--- src/rtl/writeback_phase.sv ---
// Writeback stage: aligns/extends loads, stitches word-straddling loads from two
// consecutive memory words (one stall cycle), and drives the GPR write port.
module writeback_phase #(
  parameter int OPCODE_W   = 6,
  parameter int REG_ADDR_W = 5,
  parameter int REG_W      = 64,
  parameter int ADDR_W     = 16
) (
  input  logic                  clk,
  input  logic                  rst,
  input  logic [OPCODE_W-1:0]   ew_opcode,
  input  logic [REG_ADDR_W-1:0] ew_reg_addr_d,
  input  logic [REG_W-1:0]      ew_d,
  input  logic [2:0]            ew_ld_offset,
  input  logic [ADDR_W-1:0]     ew_mem_addr,
  input  logic [63:0]           ld_data,
  output logic                  stall,
  output logic                  wb_mem_req,
  output logic [ADDR_W-1:0]     wb_mem_addr,
  output logic                  wb_we,
  output logic [REG_ADDR_W-1:0] wb_addr,
  output logic [REG_W-1:0]      wb_data
);

  localparam logic [OPCODE_W-1:0] MICRO_NOP  = OPCODE_W'(0);
  localparam logic [OPCODE_W-1:0] MICRO_CMP  = OPCODE_W'(3);
  localparam logic [OPCODE_W-1:0] MICRO_CMPI = OPCODE_W'(4);
  localparam logic [OPCODE_W-1:0] MICRO_LB   = OPCODE_W'(5);
  localparam logic [OPCODE_W-1:0] MICRO_LD   = OPCODE_W'(6);
  localparam logic [OPCODE_W-1:0] MICRO_LQ   = OPCODE_W'(7);
  localparam logic [OPCODE_W-1:0] MICRO_SB   = OPCODE_W'(8);
  localparam logic [OPCODE_W-1:0] MICRO_SD   = OPCODE_W'(9);
  localparam logic [OPCODE_W-1:0] MICRO_SQ   = OPCODE_W'(10);
  localparam logic [OPCODE_W-1:0] MICRO_J    = OPCODE_W'(11);
  localparam logic [OPCODE_W-1:0] MICRO_JE   = OPCODE_W'(12);
  localparam logic [OPCODE_W-1:0] MICRO_JNE  = OPCODE_W'(13);
  localparam logic [OPCODE_W-1:0] MICRO_JL   = OPCODE_W'(14);
  localparam logic [OPCODE_W-1:0] MICRO_JG   = OPCODE_W'(15);

  typedef enum logic {IDLE, SPLIT} state_t;

  state_t                  state_q, state_d;
  logic [63:0]             lo_q, lo_d;
  logic [OPCODE_W-1:0]     op_q, op_d;
  logic [REG_ADDR_W-1:0]   rd_q, rd_d;
  logic [2:0]              off_q, off_d;
  logic                    wb_we_q, wb_we_d;
  logic [REG_ADDR_W-1:0]   wb_addr_q, wb_addr_d;
  logic [REG_W-1:0]        wb_data_q, wb_data_d;

  logic        is_writer;
  logic        is_load;
  logic        split_needed;
  logic [5:0]  lo_sh;
  logic [6:0]  hi_sh;
  logic [63:0] shifted;
  logic [63:0] load_val;
  logic [63:0] merged;

  always_comb begin
    is_writer = 1'b1;
    case (ew_opcode)
      MICRO_NOP, MICRO_SB, MICRO_SD, MICRO_SQ, MICRO_CMP, MICRO_CMPI,
      MICRO_J, MICRO_JE, MICRO_JNE, MICRO_JL, MICRO_JG: is_writer = 1'b0;
      default: ;
    endcase
    is_load      = (ew_opcode == MICRO_LB) || (ew_opcode == MICRO_LD) ||
                   (ew_opcode == MICRO_LQ);
    split_needed = ((ew_opcode == MICRO_LD) && (ew_ld_offset > 3'd4)) ||
                   ((ew_opcode == MICRO_LQ) && (ew_ld_offset != 3'd0));
    lo_sh   = {ew_ld_offset, 3'b000};
    shifted = ld_data >> lo_sh;
    case (ew_opcode)
      MICRO_LB: load_val = {56'b0, shifted[7:0]};
      MICRO_LD: load_val = {32'b0, shifted[31:0]};
      default:  load_val = shifted;
    endcase
    // off_q is never zero in SPLIT, so the high-word shift stays within 8..56.
    hi_sh  = 7'd64 - {1'b0, off_q, 3'b000};
    merged = lo_q | (ld_data << hi_sh);
  end

  always_comb begin
    state_d     = state_q;
    lo_d        = lo_q;
    op_d        = op_q;
    rd_d        = rd_q;
    off_d       = off_q;
    wb_we_d     = 1'b0;
    wb_addr_d   = wb_addr_q;
    wb_data_d   = wb_data_q;
    stall       = 1'b0;
    wb_mem_req  = 1'b0;
    wb_mem_addr = ew_mem_addr + ADDR_W'(1);
    case (state_q)
      IDLE: begin
        if (split_needed) begin
          stall      = ~rst;
          wb_mem_req = ~rst;
          lo_d       = shifted;
          op_d       = ew_opcode;
          rd_d       = ew_reg_addr_d;
          off_d      = ew_ld_offset;
          state_d    = SPLIT;
        end else begin
          wb_we_d   = is_writer;
          wb_addr_d = ew_reg_addr_d;
          wb_data_d = is_load ? REG_W'(load_val) : ew_d;
        end
      end
      SPLIT: begin
        wb_we_d   = 1'b1;
        wb_addr_d = rd_q;
        wb_data_d = (op_q == MICRO_LD) ? REG_W'({32'b0, merged[31:0]}) : REG_W'(merged);
        state_d   = IDLE;
      end
      default: state_d = IDLE;
    endcase
  end

  always_ff @(posedge clk) begin
    if (rst) begin
      state_q   <= IDLE;
      lo_q      <= '0;
      op_q      <= '0;
      rd_q      <= '0;
      off_q     <= '0;
      wb_we_q   <= 1'b0;
      wb_addr_q <= '0;
      wb_data_q <= '0;
    end else begin
      state_q   <= state_d;
      lo_q      <= lo_d;
      op_q      <= op_d;
      rd_q      <= rd_d;
      off_q     <= off_d;
      wb_we_q   <= wb_we_d;
      wb_addr_q <= wb_addr_d;
      wb_data_q <= wb_data_d;
    end
  end

  assign wb_we   = wb_we_q;
  assign wb_addr = wb_addr_q;
  assign wb_data = wb_data_q;

endmodule

--- config.mk ---
export PLATFORM = sky130hd
export DESIGN_NAME = writeback_phase
export DESIGN_NICKNAME = d
export VERILOG_FILES = /design/src/rtl/writeback_phase.sv
export SDC_FILE = /design/constraint.sdc
export NUM_CORES = 1
export LEC_CHECK = 0
export CORE_MARGIN = 2
export CORE_UTILIZATION = 54
export DETAILED_ROUTE_END_ITERATION = 8
export PLACE_DENSITY_LB_ADDON = 0.15
export REMOVE_ABC_BUFFERS = 1
export SYNTH_ARGS = -nofsm -noshare
export SYNTH_HDL_FRONTEND = slang
export SYNTH_SLANG_ARGS = --single-unit
--- constraint.sdc ---
create_clock -name clk -period 7.6 [get_ports clk]
set_clock_uncertainty 0.1 [all_clocks]
set_input_delay 2.28 -clock clk [delete_from_list [all_inputs] [get_ports clk]]
set_output_delay 2.28 -clock clk [all_outputs]
set_load 0.05 [all_outputs]
==> key figures <==
Timing
  – Shortest clock period the worst path allows after layout: a little under 7 ns
  – Count of endpoints failing setup in the final report: 0
  – Fmax: 0.144 GHz
  – Least-Margin Pin Slew: approximately 1.4 ns
  – Final Hold Vio Count: 0
  – Max-slew violations: 0
  – Setup tns final: 0 ns
  – Final worst-path cycle share: 91.2%
  – Headroom to the max-slew limit: approximately 8.0%
  – Post-route worst setup slack: ~0.67 ns
  – Setup repair after global routing missed its margin: no

Synthesis
  – Synthesized flop and latch total: ~150
  – Share of Yosys cell area claimed by the top area cell type: between 30% and 40%
  – Synth async-reset ratio: 0%
  – Largest cells by area after synthesis: sky130_fd_sc_hd__dfxtp_1, sky130_fd_sc_hd__mux2i_1, sky130_fd_sc_hd__nor2_1, sky130_fd_sc_hd__nand2_1, sky130_fd_sc_hd__mux2_2
  – Synth Cell Area: 9910 sq um
  – Library cell occupying the most area in the post-synthesis netlist: sky130_fd_sc_hd__dfxtp_1
  – Number of enable-type register cells in the synthesized netlist: 0
  – Leading cell type by number of instances after synthesis: sky130_fd_sc_hd__dfxtp_1
  – Yosys cell types: 60
  – Commonest cells in the synthesized netlist: sky130_fd_sc_hd__dfxtp_1, sky130_fd_sc_hd__nor2_1, sky130_fd_sc_hd__nand2_1
  – Ys Warns: 0
  – Syn Inst Count: 1,245
  – Post-synthesis sequential area ratio: a little under a third
  – Predominant post-synthesis flop cell: sky130_fd_sc_hd__dfxtp_1
  – Synthesized area per cell: between 7 and 8 sq um

Placement
  – Post-placement cell area: roughly 12,000 sq um
  – Routability Congestion: between 0.9 and 1
  – Place WS: approximately 0.7 ns
  – Placed cell count: approximately 1,600
  – Estimated wirelength of the detail-placed design: roughly 23,000 um
  – Port-buffer cells: between 200 and 250

Finish
  – Area grow syn2layout: 29.9%
  – Fraction of layout cells with a size suffix above 1: under 10%
  – Post-Layout Inst Area: around 13,000 sq um
  – Net count, final: between 1,500 and 2,000
  – Count of placed standard cells in the final layout, fillers left out: 1,649
  – Fill count: ~1,500
  – Post-layout utilization of the core: 71.7%

Pwr
  – Peak ir drop on the vdd network: around 0.18 mV
  – Reg power frac: between 30 and 40%
  – Leakage power: between 4 and 5 nW
  – Net Sw Frac: between 30% and 40%
  – Total net switching power: about 0.00065 W
  – Power Internal: roughly 0.0015 W
  – Share of power burned in the clock network: a little over a third
  – Power per Cell Area: ~170 nW/um^2
  – Combinational fraction of design power: 24.9%

Global route
  – Grt peak-use layer: met2
  – GR Layer Usage met1: between 40% and 50%
  – Met2 capacity usage during global routing: between 50% and 60%
  – Maximum number of pins on one net before global-route repair: 84
  – First-pass GRT wire length: 55,900 um
  – Antenna violations before repair: 1
  – Congestion Overflow GR: 0
  – Met3 routing resource usage after global routing: 7.30%
  – Vias in the first global route: a little over 10,000
  – GR Util All Layers: 36.1%

Clock network
  – Cts bufs inserted: 17
  – Total clock sinks: around 150
  – Number of H-tree branching levels: 4
  – TritonCTS clock tree: yes
  – Latest clock arrival within the worst-skew pair: 0.43 ns
  – Maximum clock insertion buffer count: 2
  – Root Driver: sky130_fd_sc_hd__clkbuf_16
  – Number of buffers inserted for hold repair after clock tree synthesis: 0
  – CTS-repair resized insts: 0
  – Clock-pin slew on the worst setup and hold paths: around 0.06 ns
  – Post-CTS repair timing setup buffer count: 0

Setup path
  – Worst-path fanout max: 5
  – Critical path, cell by cell: clkdlybuf4s50_1, ha_1, nand3_1, nor2_1, nand4_1, xnor2_1, clkdlybuf4s50_1
  – Category of the most critical setup path: in -> out
  – Critical Path Most Common Cell: sky130_fd_sc_hd__clkdlybuf4s50_1
  – Slowest stage delay, CP: between 0.8 and 0.9 ns
  – Critical Path Slowest Stage Cell: sky130_fd_sc_hd__clkdlybuf4s50_1
  – Arrival time reported for the critical path endpoint: between 4 and 5 ns
  – Critical Path Source Type: input port
  – Critical path data required time: approximately 5.2 ns
  – Crit end category: primary output

Floorplanning
  – Top-Level Pins: 248
  – Starting density of the core: a little under three fifths
  – Core area: about 18,000 sq um
  – Num rows: 49
  – Floorplan die height: 139 um
  – Die area: around 19,000 sq um
  – Horizontal die dimension: 139 um

Flow run
  – Maximum capacitance violations: 0

Drt
  – Count of nets left with antenna violations after detail routing: 0
  – DRC errors left: 0
  – Number of iterations in the first detailed-routing pass: 5
  – Number of DRC markers after the initial detailed-route iteration: between 1,000 and 1,500
  – Wire length reported by the detailed router: 36,400 um
  – Total vias in the final route: about 11,000
  – Routed length per instance: about 22 um
  – Detailed-route vias per instance: around 6.6

Status
  – Status: finished clean

Hold path
  – Worst min-delay path class: reg -> reg
-- registers in the layout (all words and copies together) (netlist names) --
| register | flops |
|---|---|
| lo_q | 64 |
| off_q | 3 |
| op_q | 6 |
| rd_q | 5 |
| state_q | 1 |
| wb_addr | 5 |
| wb_data | 64 |
| wb_we | 1 |
-- layout by cell type (no fill, tap or decap), types with 12 or more instances in the layout --
master | synthesis | routed
sky130_fd_sc_hd__and3_1 | 13 | 13
sky130_fd_sc_hd__mux2_2 | 39 | 39
sky130_fd_sc_hd__nor2_1 | 141 | 141
sky130_fd_sc_hd__clkbuf_16 | 0 | 17
sky130_fd_sc_hd__nand3_1 | 13 | 13
sky130_fd_sc_hd__a221oi_1 | 24 | 24
sky130_fd_sc_hd__nand2_1 | 134 | 134
sky130_fd_sc_hd__a21oi_1 | 82 | 81
sky130_fd_sc_hd__o32ai_1 | 19 | 19
sky130_fd_sc_hd__o21ai_0 | 50 | 48
sky130_fd_sc_hd__nand2b_1 | 20 | 20
sky130_fd_sc_hd__o22ai_1 | 12 | 12
sky130_fd_sc_hd__nor3_1 | 52 | 52
sky130_fd_sc_hd__clkdlybuf4s50_1 | 0 | 241
sky130_fd_sc_hd__dfxtp_1 | 149 | 147
sky130_fd_sc_hd__a2bb2oi_1 | 24 | 24
sky130_fd_sc_hd__mux2i_1 | 126 | 126
sky130_fd_sc_hd__inv_1 | 13 | 13
sky130_fd_sc_hd__buf_4 | 1 | 22
sky130_fd_sc_hd__nor4_1 | 16 | 16
sky130_fd_sc_hd__a211oi_1 | 48 | 48
-- layout make-up --
type	count	area, sq um	area share (%)
multi-input cells	958	6390	49.6
flip-flops and latches	149	2990	23.2
repair buffers	268	2630	20.4
clock buffers	25	505	3.92
well taps	229	287	2.22
inverters	15	56.3	0.437
clock inverters	4	22.5	0.175
diodes	1	2.50	0.0194
-- layer usage --
| metal | up-vias | share of wire, % |
|---|---|---|
| met5 | - | 0.038 |
| met4 | 2 | 4.6 |
| met3 | 122 | 11 |
| met2 | 693 | 45 |
| met1 | 5157 | 40 |
| li1 | 4911 | - |
-- worst max-delay path: cells and delay by family --
family | cells | cell delay (ns)
adder cells (fa/ha/maj) | 1 | 0.25
buffers and inverters | 2 | 1.36
XOR/XNOR | 1 | 0.16
AND/OR/NAND/NOR | 3 | 0.51
-- power by group through the flow --
| stage | Combinational [W] | Clock (W) | Sequential [W] |
|---|---|---|---|
| after CTS | 0.000525 | 0.000777 | 0.000825 |
| final | 0.000532 | 0.000776 | 0.000826 |
| after floorplan | 0.000197 | 0 | 0.000924 |
| after detailed placement | 0.000522 | 0 | 0.000842 |
| after global placement | 0.000517 | 0 | 0.000842 |
| after global routing | 0.000560 | 0.000812 | 0.000828 |
-- logic make-up (layout without fill, tap and decap cells) --
family | count (synthesis) | in the layout | share of synthesized area, %
other | 0 | 1 | 0
AOI/OAI and AO/OA | 333 | 333 | 23.8
xor gates and xnor gates | 14 | 14 | 1.24
and+or+nand+nor | 441 | 441 | 20.8
muxes | 168 | 168 | 17.8
DFF | 149 | 149 | 30.1
adders and majority gates | 2 | 2 | 0.252
buffers and inverters | 138 | 312 | 5.97
-- metrics by stage --
step / hold WS [ns] / power (W)
floorplan: 0.325 / 0.00112
global placement: 0.338 / 0.00136
detailed placement: 0.344 / 0.00136
CTS: 0.352 / 0.00213
global route: 0.376 / 0.00220
finish: 0.350 / 0.00213
-- worst paths after layout --
check / to / slack [ns] / depth (start not counted) / start
setup / recovery: wb_mem_addr[14] / 0.67 / 7 / ew_mem_addr[0]
hold reg to reg: lo_q[54] / 0.35 / 2 / lo_q[54]
setup reg to reg: wb_data[39] / 3.70 / 8 / off_q[0]
hold / removal: lo_q[54] / 0.35 / 2 / lo_q[54]
Power figures use the tool's default switching activity.
